--- src/rtl/dm_arbiter_if.sv ---
// Bundle of the two requester ports and the RAM2Kx32 port shared by dm_arbiter.
// The slave modport is the arbiter's view; master is the requesters plus the RAM.
interface dm_arbiter_if #(
    parameter int AW = 11,
    parameter int DW = 32
);
    logic          p0_req;
    logic          p0_we;
    logic [AW-1:0] p0_addr;
    logic [DW-1:0] p0_wdata;
    logic          p0_gnt;
    logic          p0_rvalid;
    logic [DW-1:0] p0_rdata;

    logic          p1_req;
    logic          p1_we;
    logic [AW-1:0] p1_addr;
    logic [DW-1:0] p1_wdata;
    logic          p1_gnt;
    logic          p1_rvalid;
    logic [DW-1:0] p1_rdata;

    logic          mem_cen;
    logic          mem_wen;
    logic          mem_oen;
    logic [AW-1:0] mem_a;
    logic [DW-1:0] mem_d;
    logic [DW-1:0] mem_q;

    modport slave (
        input  p0_req, p0_we, p0_addr, p0_wdata,
        output p0_gnt, p0_rvalid, p0_rdata,
        input  p1_req, p1_we, p1_addr, p1_wdata,
        output p1_gnt, p1_rvalid, p1_rdata,
        output mem_cen, mem_wen, mem_oen, mem_a, mem_d,
        input  mem_q
    );

    modport master (
        output p0_req, p0_we, p0_addr, p0_wdata,
        input  p0_gnt, p0_rvalid, p0_rdata,
        output p1_req, p1_we, p1_addr, p1_wdata,
        input  p1_gnt, p1_rvalid, p1_rdata,
        input  mem_cen, mem_wen, mem_oen, mem_a, mem_d,
        output mem_q
    );
endinterface

--- src/rtl/dm_arbiter.sv ---
// Two-port arbiter in front of the single-port data RAM; one access per cycle.
// Default is fixed priority to port 0 with a MAX_WAIT starvation override; define DM_ARB_RR_EN for round-robin.
module dm_arbiter #(
    parameter int AW       = 11,
    parameter int DW       = 32,
    parameter int MAX_WAIT = 4
) (
    input  logic          clk,
    input  logic          rst_n,
    dm_arbiter_if.slave   bus
);

    logic          w_gnt0;
    logic          w_gnt1;
    logic [1:0]    r_rd_own;
    logic [1:0]    w_rd_own_nxt;

    logic          w_mem_cen;
    logic          w_mem_wen;
    logic [AW-1:0] w_mem_a;
    logic [DW-1:0] w_mem_d;

`ifdef DM_ARB_RR_EN
    // One-hot record of the last winner; all-zero after reset lets port 0 take the first tie.
    logic [1:0] r_last_gnt;

    always_comb begin
        w_gnt0 = 1'b0;
        w_gnt1 = 1'b0;
        if (rst_n) begin
            if (bus.p0_req && bus.p1_req) begin
                if (r_last_gnt == 2'b01) begin
                    w_gnt1 = 1'b1;
                end else begin
                    w_gnt0 = 1'b1;
                end
            end else begin
                w_gnt0 = bus.p0_req;
                w_gnt1 = bus.p1_req;
            end
        end
    end

    always_ff @(posedge clk or negedge rst_n) begin
        if (!rst_n) begin
            r_last_gnt <= 2'b00;
        end else if (w_gnt0) begin
            r_last_gnt <= 2'b01;
        end else if (w_gnt1) begin
            r_last_gnt <= 2'b10;
        end
    end
`else
    localparam logic [3:0] LP_MAX_WAIT = 4'(MAX_WAIT);

    logic [3:0] r_wait_cnt;
    logic       w_force_p1;

    assign w_force_p1 = (r_wait_cnt >= LP_MAX_WAIT);

    always_comb begin
        w_gnt0 = 1'b0;
        w_gnt1 = 1'b0;
        if (rst_n) begin
            w_gnt0 = bus.p0_req && !(bus.p1_req && w_force_p1);
            w_gnt1 = bus.p1_req && (!bus.p0_req || w_force_p1);
        end
    end

    always_ff @(posedge clk or negedge rst_n) begin
        if (!rst_n) begin
            r_wait_cnt <= 4'd0;
        end else if (!bus.p1_req || w_gnt1) begin
            r_wait_cnt <= 4'd0;
        end else if (r_wait_cnt != 4'd15) begin
            r_wait_cnt <= r_wait_cnt + 4'd1;
        end
    end
`endif

    always_comb begin
        w_mem_cen = 1'b1;
        w_mem_wen = 1'b1;
        w_mem_a   = '0;
        w_mem_d   = '0;
        if (w_gnt0) begin
            w_mem_cen = 1'b0;
            w_mem_wen = ~bus.p0_we;
            w_mem_a   = bus.p0_addr;
            w_mem_d   = bus.p0_wdata;
        end else if (w_gnt1) begin
            w_mem_cen = 1'b0;
            w_mem_wen = ~bus.p1_we;
            w_mem_a   = bus.p1_addr;
            w_mem_d   = bus.p1_wdata;
        end
    end

    always_comb begin
        w_rd_own_nxt = 2'b00;
        if (w_gnt0 && !bus.p0_we) begin
            w_rd_own_nxt = 2'b01;
        end else if (w_gnt1 && !bus.p1_we) begin
            w_rd_own_nxt = 2'b10;
        end
    end

    // Owner of the RAM read data arriving next cycle; writes and idle cycles clear it.
    always_ff @(posedge clk or negedge rst_n) begin
        if (!rst_n) begin
            r_rd_own <= 2'b00;
        end else begin
            r_rd_own <= w_rd_own_nxt;
        end
    end

    assign bus.p0_gnt    = w_gnt0;
    assign bus.p1_gnt    = w_gnt1;
    assign bus.p0_rvalid = r_rd_own[0];
    assign bus.p1_rvalid = r_rd_own[1];
    assign bus.p0_rdata  = r_rd_own[0] ? bus.mem_q : '0;
    assign bus.p1_rdata  = r_rd_own[1] ? bus.mem_q : '0;

    assign bus.mem_cen = w_mem_cen;
    assign bus.mem_wen = w_mem_wen;
    assign bus.mem_oen = ~(|r_rd_own);
    assign bus.mem_a   = w_mem_a;
    assign bus.mem_d   = w_mem_d;

endmodule

--- src/flat_wrapper.sv ---
// flat-port wrapper written by rule: the top's interface ports become plain ports
module dm_arbiter_flat 
#(
    parameter int AW       = 11,
    parameter int DW       = 32,
    parameter int MAX_WAIT = 4
)
  (clk, rst_n, bus_p0_req, bus_p0_we, bus_p0_addr, bus_p0_wdata, bus_p0_gnt, bus_p0_rvalid, bus_p0_rdata, bus_p1_req, bus_p1_we, bus_p1_addr, bus_p1_wdata, bus_p1_gnt, bus_p1_rvalid, bus_p1_rdata, bus_mem_cen, bus_mem_wen, bus_mem_oen, bus_mem_a, bus_mem_d, bus_mem_q);
  dm_arbiter_if #(.AW(AW), .DW(DW)) bus_i ();
  input  logic clk;
  input  logic rst_n;
  input wire logic [$bits(bus_i.p0_req)-1:0] bus_p0_req;
  input wire logic [$bits(bus_i.p0_we)-1:0] bus_p0_we;
  input wire logic [$bits(bus_i.p0_addr)-1:0] bus_p0_addr;
  input wire logic [$bits(bus_i.p0_wdata)-1:0] bus_p0_wdata;
  output wire logic [$bits(bus_i.p0_gnt)-1:0] bus_p0_gnt;
  output wire logic [$bits(bus_i.p0_rvalid)-1:0] bus_p0_rvalid;
  output wire logic [$bits(bus_i.p0_rdata)-1:0] bus_p0_rdata;
  input wire logic [$bits(bus_i.p1_req)-1:0] bus_p1_req;
  input wire logic [$bits(bus_i.p1_we)-1:0] bus_p1_we;
  input wire logic [$bits(bus_i.p1_addr)-1:0] bus_p1_addr;
  input wire logic [$bits(bus_i.p1_wdata)-1:0] bus_p1_wdata;
  output wire logic [$bits(bus_i.p1_gnt)-1:0] bus_p1_gnt;
  output wire logic [$bits(bus_i.p1_rvalid)-1:0] bus_p1_rvalid;
  output wire logic [$bits(bus_i.p1_rdata)-1:0] bus_p1_rdata;
  output wire logic [$bits(bus_i.mem_cen)-1:0] bus_mem_cen;
  output wire logic [$bits(bus_i.mem_wen)-1:0] bus_mem_wen;
  output wire logic [$bits(bus_i.mem_oen)-1:0] bus_mem_oen;
  output wire logic [$bits(bus_i.mem_a)-1:0] bus_mem_a;
  output wire logic [$bits(bus_i.mem_d)-1:0] bus_mem_d;
  input wire logic [$bits(bus_i.mem_q)-1:0] bus_mem_q;
  assign bus_i.p0_req = bus_p0_req;
  assign bus_i.p0_we = bus_p0_we;
  assign bus_i.p0_addr = bus_p0_addr;
  assign bus_i.p0_wdata = bus_p0_wdata;
  assign bus_p0_gnt = bus_i.p0_gnt;
  assign bus_p0_rvalid = bus_i.p0_rvalid;
  assign bus_p0_rdata = bus_i.p0_rdata;
  assign bus_i.p1_req = bus_p1_req;
  assign bus_i.p1_we = bus_p1_we;
  assign bus_i.p1_addr = bus_p1_addr;
  assign bus_i.p1_wdata = bus_p1_wdata;
  assign bus_p1_gnt = bus_i.p1_gnt;
  assign bus_p1_rvalid = bus_i.p1_rvalid;
  assign bus_p1_rdata = bus_i.p1_rdata;
  assign bus_mem_cen = bus_i.mem_cen;
  assign bus_mem_wen = bus_i.mem_wen;
  assign bus_mem_oen = bus_i.mem_oen;
  assign bus_mem_a = bus_i.mem_a;
  assign bus_mem_d = bus_i.mem_d;
  assign bus_i.mem_q = bus_mem_q;
  dm_arbiter #(.AW(AW), .DW(DW), .MAX_WAIT(MAX_WAIT)) u_core (.clk(clk), .rst_n(rst_n), .bus(bus_i));
endmodule
--- config.mk ---
export PLATFORM = sky130hd
export DESIGN_NAME = dm_arbiter_flat
export DESIGN_NICKNAME = d
export VERILOG_FILES = /design/src/rtl/dm_arbiter_if.sv /design/src/rtl/dm_arbiter.sv /design/src/flat_wrapper.sv
export SDC_FILE = /design/constraint.sdc
export NUM_CORES = 1
export LEC_CHECK = 0
export ABC_AREA = 1
export CORE_AREA = 2 2 93 95
export DETAILED_ROUTE_END_ITERATION = 16
export DIE_AREA = 0 0 95 97
export GPL_ROUTABILITY_DRIVEN = 0
export HOLD_SLACK_MARGIN = 0.05
export PLACE_DENSITY_LB_ADDON = 0.15
export RECOVER_POWER = 25
export SLEW_MARGIN = 20
export SYNTH_ARGS = -nofsm -noshare
export SYNTH_HDL_FRONTEND = slang
export SYNTH_SLANG_ARGS = --single-unit
--- constraint.sdc ---
create_clock -name clk -period 1.4 [get_ports clk]
set_clock_uncertainty 0.15 [all_clocks]
set_input_delay 0.28 -clock clk [delete_from_list [all_inputs] [get_ports clk]]
set_output_delay 0.28 -clock clk [all_outputs]
set_load 0.01 [all_outputs]
==> results.json <==
{
  "hold_class": "in2reg",
  "layout_min_cycle_time_ns": 1.955,
  "power_uw": 2091,
  "outcome": "complete, but fails checks",
  "numClockSinks": 6,
  "syn_to_final_growth_pct": 230.5,
  "post-route-period-util": 1.397,
  "cts.clk_slew.worst_paths_ns": 0.04,
  "arrival_ns": 1.53,
  "worst_slack_ns": -0.5551,
  "via_count": 3178,
  "avgRoutedWirePerCell_um": 16.19,
  "max_freq_mhz": 511.5,
  "cts_buffers": 3,
  "layout-drive-gt1-share": 0.6795,
  "dieArea_um2": 9215,
  "clkLatencyLatePin_ns": 0.23,
  "syn_nets": 459,
  "timing.rr.start": "u_core.r_wait_cnt[2]$_DFFE_PN0P_",
  "p_leak_uw": 0.003300,
  "relSlewSlack": 0.7968,
  "ys_types": 18,
  "violations": "setup timing",
  "startpoint": "u_core.r_wait_cnt[2]$_DFFE_PN0P_",
  "fin_nets": 751,
  "grt_max_degree": 30,
  "start_util": 0.2147,
  "dp_hpwl_um": 7555,
  "drv_slew": 0,
  "die_w_um": 95,
  "setup_viol": 114,
  "power.density_nw_per_um2": 362.2,
  "seq_area_frac_synth": 0.08596,
  "critPathCaptureType": "output pin",
  "maxCapViolCount": 0,
  "grt_pass1_wl_um": 16490,
  "routed_wl_um": 11800,
  "core-area_um2": 8134,
  "fin_setup_tns_ns": -38.20,
  "irDropWorstVdd_mv": 0.3827,
  "netlist_area_um2": 1747,
  "synthCells": 334,
  "clockBufferDepth": 2,
  "min_from": "bus_p1_req",
  "syn_area_per_cell_um2": 5.230,
  "place_inst": 672,
  "drt_iter0_markers": 59,
  "cts_tree": "built",
  "htreeDepth": 1,
  "crit_type": "reg2out",
  "yosysWarnings": 0,
  "grt_remaining_overflow": 0,
  "final_cell_mix": "126 x buf_6, 117 x clkdlybuf4s50_1, 98 x nand2_2, 53 x inv_2, 51 x nand2_4",
  "drtAntennaViolNets": 0,
  "final_cell_count_no_fill": 729,
  "io_pins": 238,
  "dr.pass1.iters": 3,
  "track_usage": 0.2262,
  "antenna_found_initial": 0,
  "crit_path_start_kind": "flip-flop",
  "num_antenna_cells": 0,
  "rsz0062_at_grt": "true",
  "rows": 33,
  "crit_fanout": 5,
  "cp.required_ns": 0.97,
  "grt_pass1_vias": 3226,
  "clockRootBuffer": "clkbuf_8",
  "finalHoldViolCount": 0,
  "die_y_um": 97,
  "worst_slew_pin_slew_ns": 0.3049,
  "final_common_cell": "buf_6",
  "via_per_inst": 4.359,
  "yosys_register_bits": 6,
  "io_buffers": 237,
  "drc_errors": 0
}
[layer usage]
| metal | part of all wire | track usage |
|---|---|---|
| met5 | 0 | 0 |
| met4 | 0.015 | 0.04125 |
| met3 | 0.081 | 0.06308 |
| met2 | 0.58 | 0.4637 |
| met1 | 0.32 | 0.2159 |
[logic make-up (layout without fill, tap and decap cells)]
logic type      Yosys count  count (layout)  synth area share
compound gates            2               2          0.005731
fa+ha+maj                 1               1          0.007162
buf+inv                  96             386            0.2844
flops                     6               6           0.08596
simple gates            229             229            0.6168
[area by class of cell]
type	count	area [um^2]
Timing Repair Buffer	305	3314
Fill cell	622	2361
Multi-Input combinational cell	232	1762
Inverter	74	294.0
Sequential cell	6	152.6
Tap cell	105	131.4
Timing Repair inverter	4	77.57
Clock buffer	3	41.29
[critical path, cell delays in order, from the launching register on]
cell and delay, ns:
dfrtp_1 0.40, nor2_4 0.13, nand2_4 0.11, nand2_8 0.10
buf_12 0.11, inv_12 0.03, buf_8 0.13, buf_6 0.12
nor2_4 0.07, buf_6 0.10
[registers in the layout, summed over array words and instances (netlist names)]
| name | count |
|---|---|
| u_core.r_rd_own | 2 |
| u_core.r_wait_cnt | 4 |
[cells in the mapped netlist]
cell type | count | share of area
inv_1 | 72 | 0.15
ha_1 | 1 | 0.0072
nand2_8 | 1 | 0.011
nor2_1 | 8 | 0.017
clkbuf_1 | 6 | 0.013
nand2_1 | 129 | 0.28
o21ai_0 | 2 | 0.0057
inv_12 | 1 | 0.0093
nand3_2 | 3 | 0.017
buf_6 | 7 | 0.045
buf_2 | 5 | 0.014
buf_12 | 4 | 0.046
inv_2 | 1 | 0.0021
nor2_4 | 2 | 0.013
nand2_2 | 38 | 0.14
nand2_4 | 2 | 0.013
dfrtp_1 | 6 | 0.086
nand3_1 | 46 | 0.13
[per-stage QoR]
step / util / instance area [um^2] / hold WS (ns) / setup slack, ns
after floorplan: - / 1908 / -0.1656 / -0.1021
after global placement: 0.5381 / 4377 / 0.05939 / -1.018
after detailed placement: 0.5381 / 4377 / 0.06928 / -1.030
after CTS: 0.6174 / 5022 / 0.3649 / -0.5394
after global routing: 0.7097 / 5773 / 0.4121 / -0.6230
final: 0.7097 / 5773 / 0.3988 / -0.5551
[final timing paths]
check | endpoint | slack (ns) | cells past startpoint
hold reg to reg | u_core.r_wait_cnt[0]$_DFFE_PN0P_ | 0.45 | 3
hold / removal | u_core.r_wait_cnt[0]$_DFFE_PN0P_ | 0.40 | 3
setup / recovery | bus_mem_cen | -0.56 | 9
setup reg to reg | u_core.r_wait_cnt[1]$_DFFE_PN0P_ | 0.04 | 7
min in group asynchronous | u_core.r_wait_cnt[1]$_DFFE_PN0P_ | 0.60 | 3
max in group asynchronous | u_core.r_rd_own[0]$_DFF_PN0_ | 0.14 | 4
[power by group]
part	total (uW)	internal, uW	switching (uW)
Combinational	1630	927	698
Sequential	195	184	10.6
Clock	271	186	85.5
[timing repair]
item,in CTS,in global routing
endpoints found under the hold margin,6,0
hold buffers,2,0
buffers inserted,38,10
setup endpoints to repair,116,118
resized for setup,611,217
gates cloned,10,1
pin swaps,12,19
Power figures use the tool's default switching activity.
==> variant 1, RTL diff (same flow settings) <==
Build with the macro `DM_ARB_RR_EN` defined.
--- a/src/rtl/dm_arbiter.sv
+++ b/src/rtl/dm_arbiter.sv
@@ -1,4 +1,6 @@
 // Two-port arbiter in front of the single-port data RAM; one access per cycle.
 // Default is fixed priority to port 0 with a MAX_WAIT starvation override; define DM_ARB_RR_EN for round-robin.
+`define DM_ARB_RR_EN
+
 module dm_arbiter #(
     parameter int AW       = 11,
Behaviour: not the same (a bounded check fails within 4 cycles, from zero or initial values and one cycle with rst_n low).
==> variant 1 against the original RTL <==
  * The flow still finishes with violations (setup timing)
  * Highest routed layer unchanged
  * Area after synthesis fell by 18%
  * Worst setup slack gained 0.13 ns
  * Cell area is 13% lower
  * Sequential share of layout area fell by 0.60 points
  * Die area is the same
  * Fmax is 7.3% higher
  * Total power fell by 13%
  * Routed wire length shrank 9.2%
  * Critical path depth is 3 lower
  * Combinational power decreased by 12%
  * Synthesized cell count is 7.2% lower
  * First-iteration DRC count grew 47%
  * Sequential cell count fell by 2
  * Clock power is 10% lower
  * Critical endpoint is now bus_mem_a[2]
  * Largest power group unchanged
==> variant 1: results (changes against the original RTL) <==
| Metric | Value |
|---|---|
| All-Layer GR Usage | `0.196 (was 0.226)` |
| Relative slew slack | `0.838 (was 0.797)` |
| GR Util met3 | `0.0428 (was 0.0631)` |
| Number of setup violations in the final report | `115 (was 114)` |
| Post-synth top cells | `nand2_1 (118), nand3_1 (87), inv_1 (70), buf_4 (12), buf_2 (10) (was nand2_1 (129), inv_1 (72), nand3_1 (46), nand2_2 (38), nor2_1 (8))` |
| Top flop regs | `u_core.r_last_gnt: 2 flops, u_core.r_rd_own: 2 flops (was u_core.r_wait_cnt: 4 flops, u_core.r_rd_own: 2 flops)` |
| Grt met2 use | `0.392 (was 0.464)` |
| Worst setup path endpoint | `bus_mem_a[2] (was bus_mem_cen)` |
| Setup TNS | `-28.92 ns (was -38.20 ns)` |
| Crit Path Max Fanout | `12 (was 5)` |
| Synth Net Count | `434 (was 459)` |
| Initial DRC Count | `87 (was 59)` |
| Lkg Pwr | `3.02 nW (was 3.30 nW)` |
| Seq/Total Area, Yosys | `0.0702 (was 0.0860)` |
| Share of layout cells above drive strength 1 | `0.553 (was 0.679)` |
| Compound-Gate Fraction of Synth Area | `0.00351 (was 0.00573)` |
| Fill count | `673 (was 622)` |
| Routed length per placed instance | `15.5 um (was 16.2 um)` |
| Met1 Track Usage GR | `0.196 (was 0.216)` |
| Root Buffer | `clkbuf_8 (unchanged)` |
| First-pass GRT wire length | `14.4 mm (was 16.5 mm)` |
| IR drop worst, VDD | `0.346 mV (was 0.383 mV)` |
| PnR worst setup slack | `-0.422 ns (was -0.555 ns)` |
| Largest net degree at the start of global routing | `35 (was 30)` |
| Reg-to-reg startpoint | `u_core.r_last_gnt[1] (was u_core.r_wait_cnt[2])` |
| Final #Nets | `712 (was 751)` |
| Post-Synth Adder-Cell Area | `0 (was 0.00716)` |
| Reg2reg end | `u_core.r_rd_own[1] (was u_core.r_wait_cnt[1])` |
| Vias per cell | `4.47 (was 4.36)` |
| Synth cell types | `12 (was 18)` |
| NetSw | `0.685 mW (was 0.794 mW)` |
| Worst-path clk slew | `0.03 ns` |
| Area contributors post-synth | `nand2_1 (31%), nand3_1 (31%), inv_1 (18%), dfrtp_1 (7.0%), buf_4 (6.3%) (was nand2_1 (28%), inv_1 (15%), nand2_2 (14%), nand3_1 (13%), dfrtp_1 (8.6%))` |
| Pre-CTS setup slack | `-0.928 ns (was -1.03 ns)` |
| Failing checks | `setup timing (unchanged)` |
| Vias in the first global route | `2,999 (was 3,226)` |
| DP HPWL | `6.52 mm (was 7.56 mm)` |
| Outcome | `finished, violations left (unchanged)` |
-- variant 1: cell count changes after synthesis, sizes merged --
cell,delta
inv,-2
nand2,-51
dfrtp,-2
ha,-1
o21ai,-1
clkbuf,-4
nor2,-8
nand3,+39
buf,+6
-- variant 1: per-stage QoR --
stage	instance area, sq um	instances	util	hold WS [ns]
final	5010	691	0.616	0.333
after global routing	5010	691	0.616	0.366
after CTS	4440	683	0.546	0.346
after detailed placement	3970	643	0.488	0.356
after global placement	3970	643	0.488	0.363
after floorplan	1430	310	-	-0.166
-- variant 1: layer usage --
layer  wire (um)  share of wire
met5           0              0
met4         288          0.027
met3         941          0.088
met2        5760           0.54
met1        3730           0.35
-- variant 1: cells by family after synthesis --
family / count (synthesis)
compound gates: 1
buf+inv: 96
flops: 4
simple gates: 209
-- variant 1: final cells by class --
class	instances	area (sq um)	area share
Clock buffer	3	41.3	0.00824
Inverter	72	273	0.0544
Multi-Input combinational cell	210	1360	0.271
Sequential cell	4	103	0.0205
Tap cell	105	131	0.0262
Timing Repair Buffer	297	3110	0.619
-- variant 1: how the worst min path moves through the flow --
stage	from	to	slack, ns	cells past startpoint
4_1_cts	bus_p0_req	u_core.r_last_gnt[1]	0.35	4
6_report	rst_n	u_core.r_last_gnt[1]	0.33	4
2_1_floorplan	rst_n	u_core.r_last_gnt[0]	-0.17	0
3_3_place_gp	u_core.r_last_gnt[0]	u_core.r_last_gnt[0]	0.36	2
5_1_grt	rst_n	u_core.r_last_gnt[1]	0.37	4
3_5_place_dp	u_core.r_last_gnt[0]	u_core.r_last_gnt[0]	0.36	2
-- variant 1: critical path: stages, from the launching register on --
cell	delay [ns]
dfrtp_1	0.37
inv_2	0.08
nand3_2	0.18
buf_6	0.21
nand3_1	0.07
nand2_1	0.05
clkdlybuf4s15_2	0.22
-- variant 1: repair_timing --
item / in CTS / in global routing
cloned: 11 / 4
endpoints found under the hold margin: 4 / 0
endpoints found under the setup margin: 117 / 114
hold buffers: 1 / 0
gates resized for setup: 546 / 207
pin swaps: 22 / 15
buffers inserted: 25 / 9
-- variant 1: power by group through the flow --
stage	clock (mW)	combinational [mW]	sequential, mW
floorplan	0	0.373	0.133
global placement	0	1.13	0.134
detailed placement	0	1.13	0.134
CTS	0.249	1.31	0.137
global route	0.257	1.53	0.141
finish	0.243	1.44	0.139
==> variant 2, RTL diff (config.mk and constraints unchanged) <==
Without the edit above. `DW` is set to 32 in 3 places; all go to 28.
--- a/src/rtl/dm_arbiter_if.sv
+++ b/src/rtl/dm_arbiter_if.sv
@@ -3,5 +3,5 @@
 interface dm_arbiter_if #(
     parameter int AW = 11,
-    parameter int DW = 32
+    parameter int DW = 28
 );
     logic          p0_req;
--- a/src/rtl/dm_arbiter.sv
+++ b/src/rtl/dm_arbiter.sv
@@ -3,5 +3,5 @@
 module dm_arbiter #(
     parameter int AW       = 11,
-    parameter int DW       = 32,
+    parameter int DW       = 28,
     parameter int MAX_WAIT = 4
 ) (
--- a/src/flat_wrapper.sv
+++ b/src/flat_wrapper.sv
@@ -3,5 +3,5 @@
 #(
     parameter int AW       = 11,
-    parameter int DW       = 32,
+    parameter int DW       = 28,
     parameter int MAX_WAIT = 4
 )
Interface: changed (6 resized); port bits go from 238 to 214. No check against the original RTL was run, so the function may have changed too.
==> variant 2 against the original RTL <==
  * The flow still finishes with violations (setup timing)
  * Clock power decreased by 4%
  * Via count is 13% lower
  * Synthesized cell count down 9.0%
  * Sequential cell count unchanged
  * Non-clock buffer count decreased by 40
  * Routed wire length fell by 22%
  * Worst setup slack improved by 0.049 ns
  * Total power is 14% lower
  * Combinational power fell by 18%
  * Cell area decreased by 15%
  * Core utilization down 11 points
  * Worst hold slack worse by 0.021 ns
  * Area after synthesis fell by 17%
  * Critical path type unchanged
==> variant 2: results (changes against the original RTL) <==
| Metric | Value |
|---|---|
| Post-synth top cells | `nand2_1 (151), inv_1 (63), nand3_1 (44), buf_6 (9), nor2_1 (8) (was nand2_1 (129), inv_1 (72), nand3_1 (46), nand2_2 (38), nor2_1 (8))` |
| Post-CTS Resized | `485 (was 611)` |
| Seq/Total Area, Yosys | `0.103 (was 0.0860)` |
| First-pass GRT wire length | `12.1 mm (was 16.5 mm)` |
| R2r setup slk | `-0.03 ns (was 0.04 ns)` |
| Number of setup violations in the final report | `103 (was 114)` |
| Met1 Track Usage GR | `0.153 (was 0.216)` |
| Metal-1 WL | `3.05 mm (was 3.80 mm)` |
| ClkCell Share | `0.00844 (was 0.00715)` |
| Outcome | `finished, violations left (unchanged)` |
| Synth Net Count | `417 (was 459)` |
| IR drop worst, VDD | `0.242 mV (was 0.383 mV)` |
| Pre-CTS setup slack | `-0.987 ns (was -1.03 ns)` |
| Final #Nets | `667 (was 751)` |
| Failing checks | `setup timing (unchanged)` |
| NonClk Buf Share | `0.583 (was 0.574)` |
| Setup TNS | `-31.39 ns (was -38.20 ns)` |
| DP HPWL | `6.01 mm (was 7.56 mm)` |
| Via count | `2,757 (was 3,178)` |
| DR WL met3 | `881 um (was 955 um)` |
| Non-clock buffers | `265 (was 305)` |
| All-Layer GR Usage | `0.163 (was 0.226)` |
| TritonRoute pass-1 iters | `4 (was 3)` |
| PnR worst setup slack | `-0.506 ns (was -0.555 ns)` |
| Relative slew slack | `0.820 (was 0.797)` |
| Post-CTS setup buffer count | `19 (was 38)` |
| Synth cell types | `16 (was 18)` |
| Share of layout cells above drive strength 1 | `0.629 (was 0.679)` |
| Largest net degree at the start of global routing | `22 (was 30)` |
| Fill count | `715 (was 622)` |
| Port bufs | `213 (was 237)` |
| GR Util met3 | `0.0460 (was 0.0631)` |
| Placed cells | `618 (was 672)` |
| Initial DRC Count | `31 (was 59)` |
| #MultiIn Comb | `212 (was 232)` |
| Delay-heaviest family, CP | `simple AND/OR/NAND/NOR gates (was buffers and inverters)` |
## variant 2: cell families (layout without fill, tap and decap cells)
group | Yosys count | in the layout | share of synthesized area
simple gates | 209 | 209 | 0.605
buf+inv | 86 | 334 | 0.276
flops | 6 | 6 | 0.103
compound gates | 2 | 2 | 0.00690
fa+ha+maj | 1 | 1 | 0.00862
## variant 2: where the power goes
group | internal [mW] | total (mW) | switching (mW)
Clock | 0.185 | 0.261 | 0.0766
Combinational | 0.780 | 1.33 | 0.553
Sequential | 0.184 | 0.195 | 0.0104
Total | 1.15 | 1.79 | 0.640
## variant 2: through the flow
step / util / cell area [sq um] / hold slack [ns] / total power, mW
2_1_floorplan: - / 1620 / -0.166 / 0.568
3_3_place_gp: 0.483 / 3930 / 0.0736 / 1.25
3_5_place_dp: 0.483 / 3930 / 0.0774 / 1.25
4_1_cts: 0.526 / 4280 / 0.391 / 1.63
5_1_grt: 0.601 / 4890 / 0.405 / 1.89
6_report: 0.601 / 4890 / 0.378 / 1.79
## variant 2: path summary, 6_finish.rpt
kind | to | from
max in group asynchronous | u_core.r_rd_own[0] | rst_n
min in group asynchronous | u_core.r_wait_cnt[2] | rst_n
max | bus_mem_a[5] | u_core.r_wait_cnt[2]
min reg2reg | u_core.r_wait_cnt[0] | u_core.r_wait_cnt[0]
min | u_core.r_wait_cnt[0] | bus_p1_req
max reg2reg | u_core.r_rd_own[0] | u_core.r_wait_cnt[2]
## variant 2: worst register-to-register path, stage by stage, from the launching register on
cell and delay [ns]:
dfrtp_1 0.40, nor2_4 0.13, nand2_4 0.09, nand2_8 0.11
buf_4 0.11, buf_6 0.08, buf_6 0.08, nand3_4 0.06
buf_6 0.13, inv_2 0.03
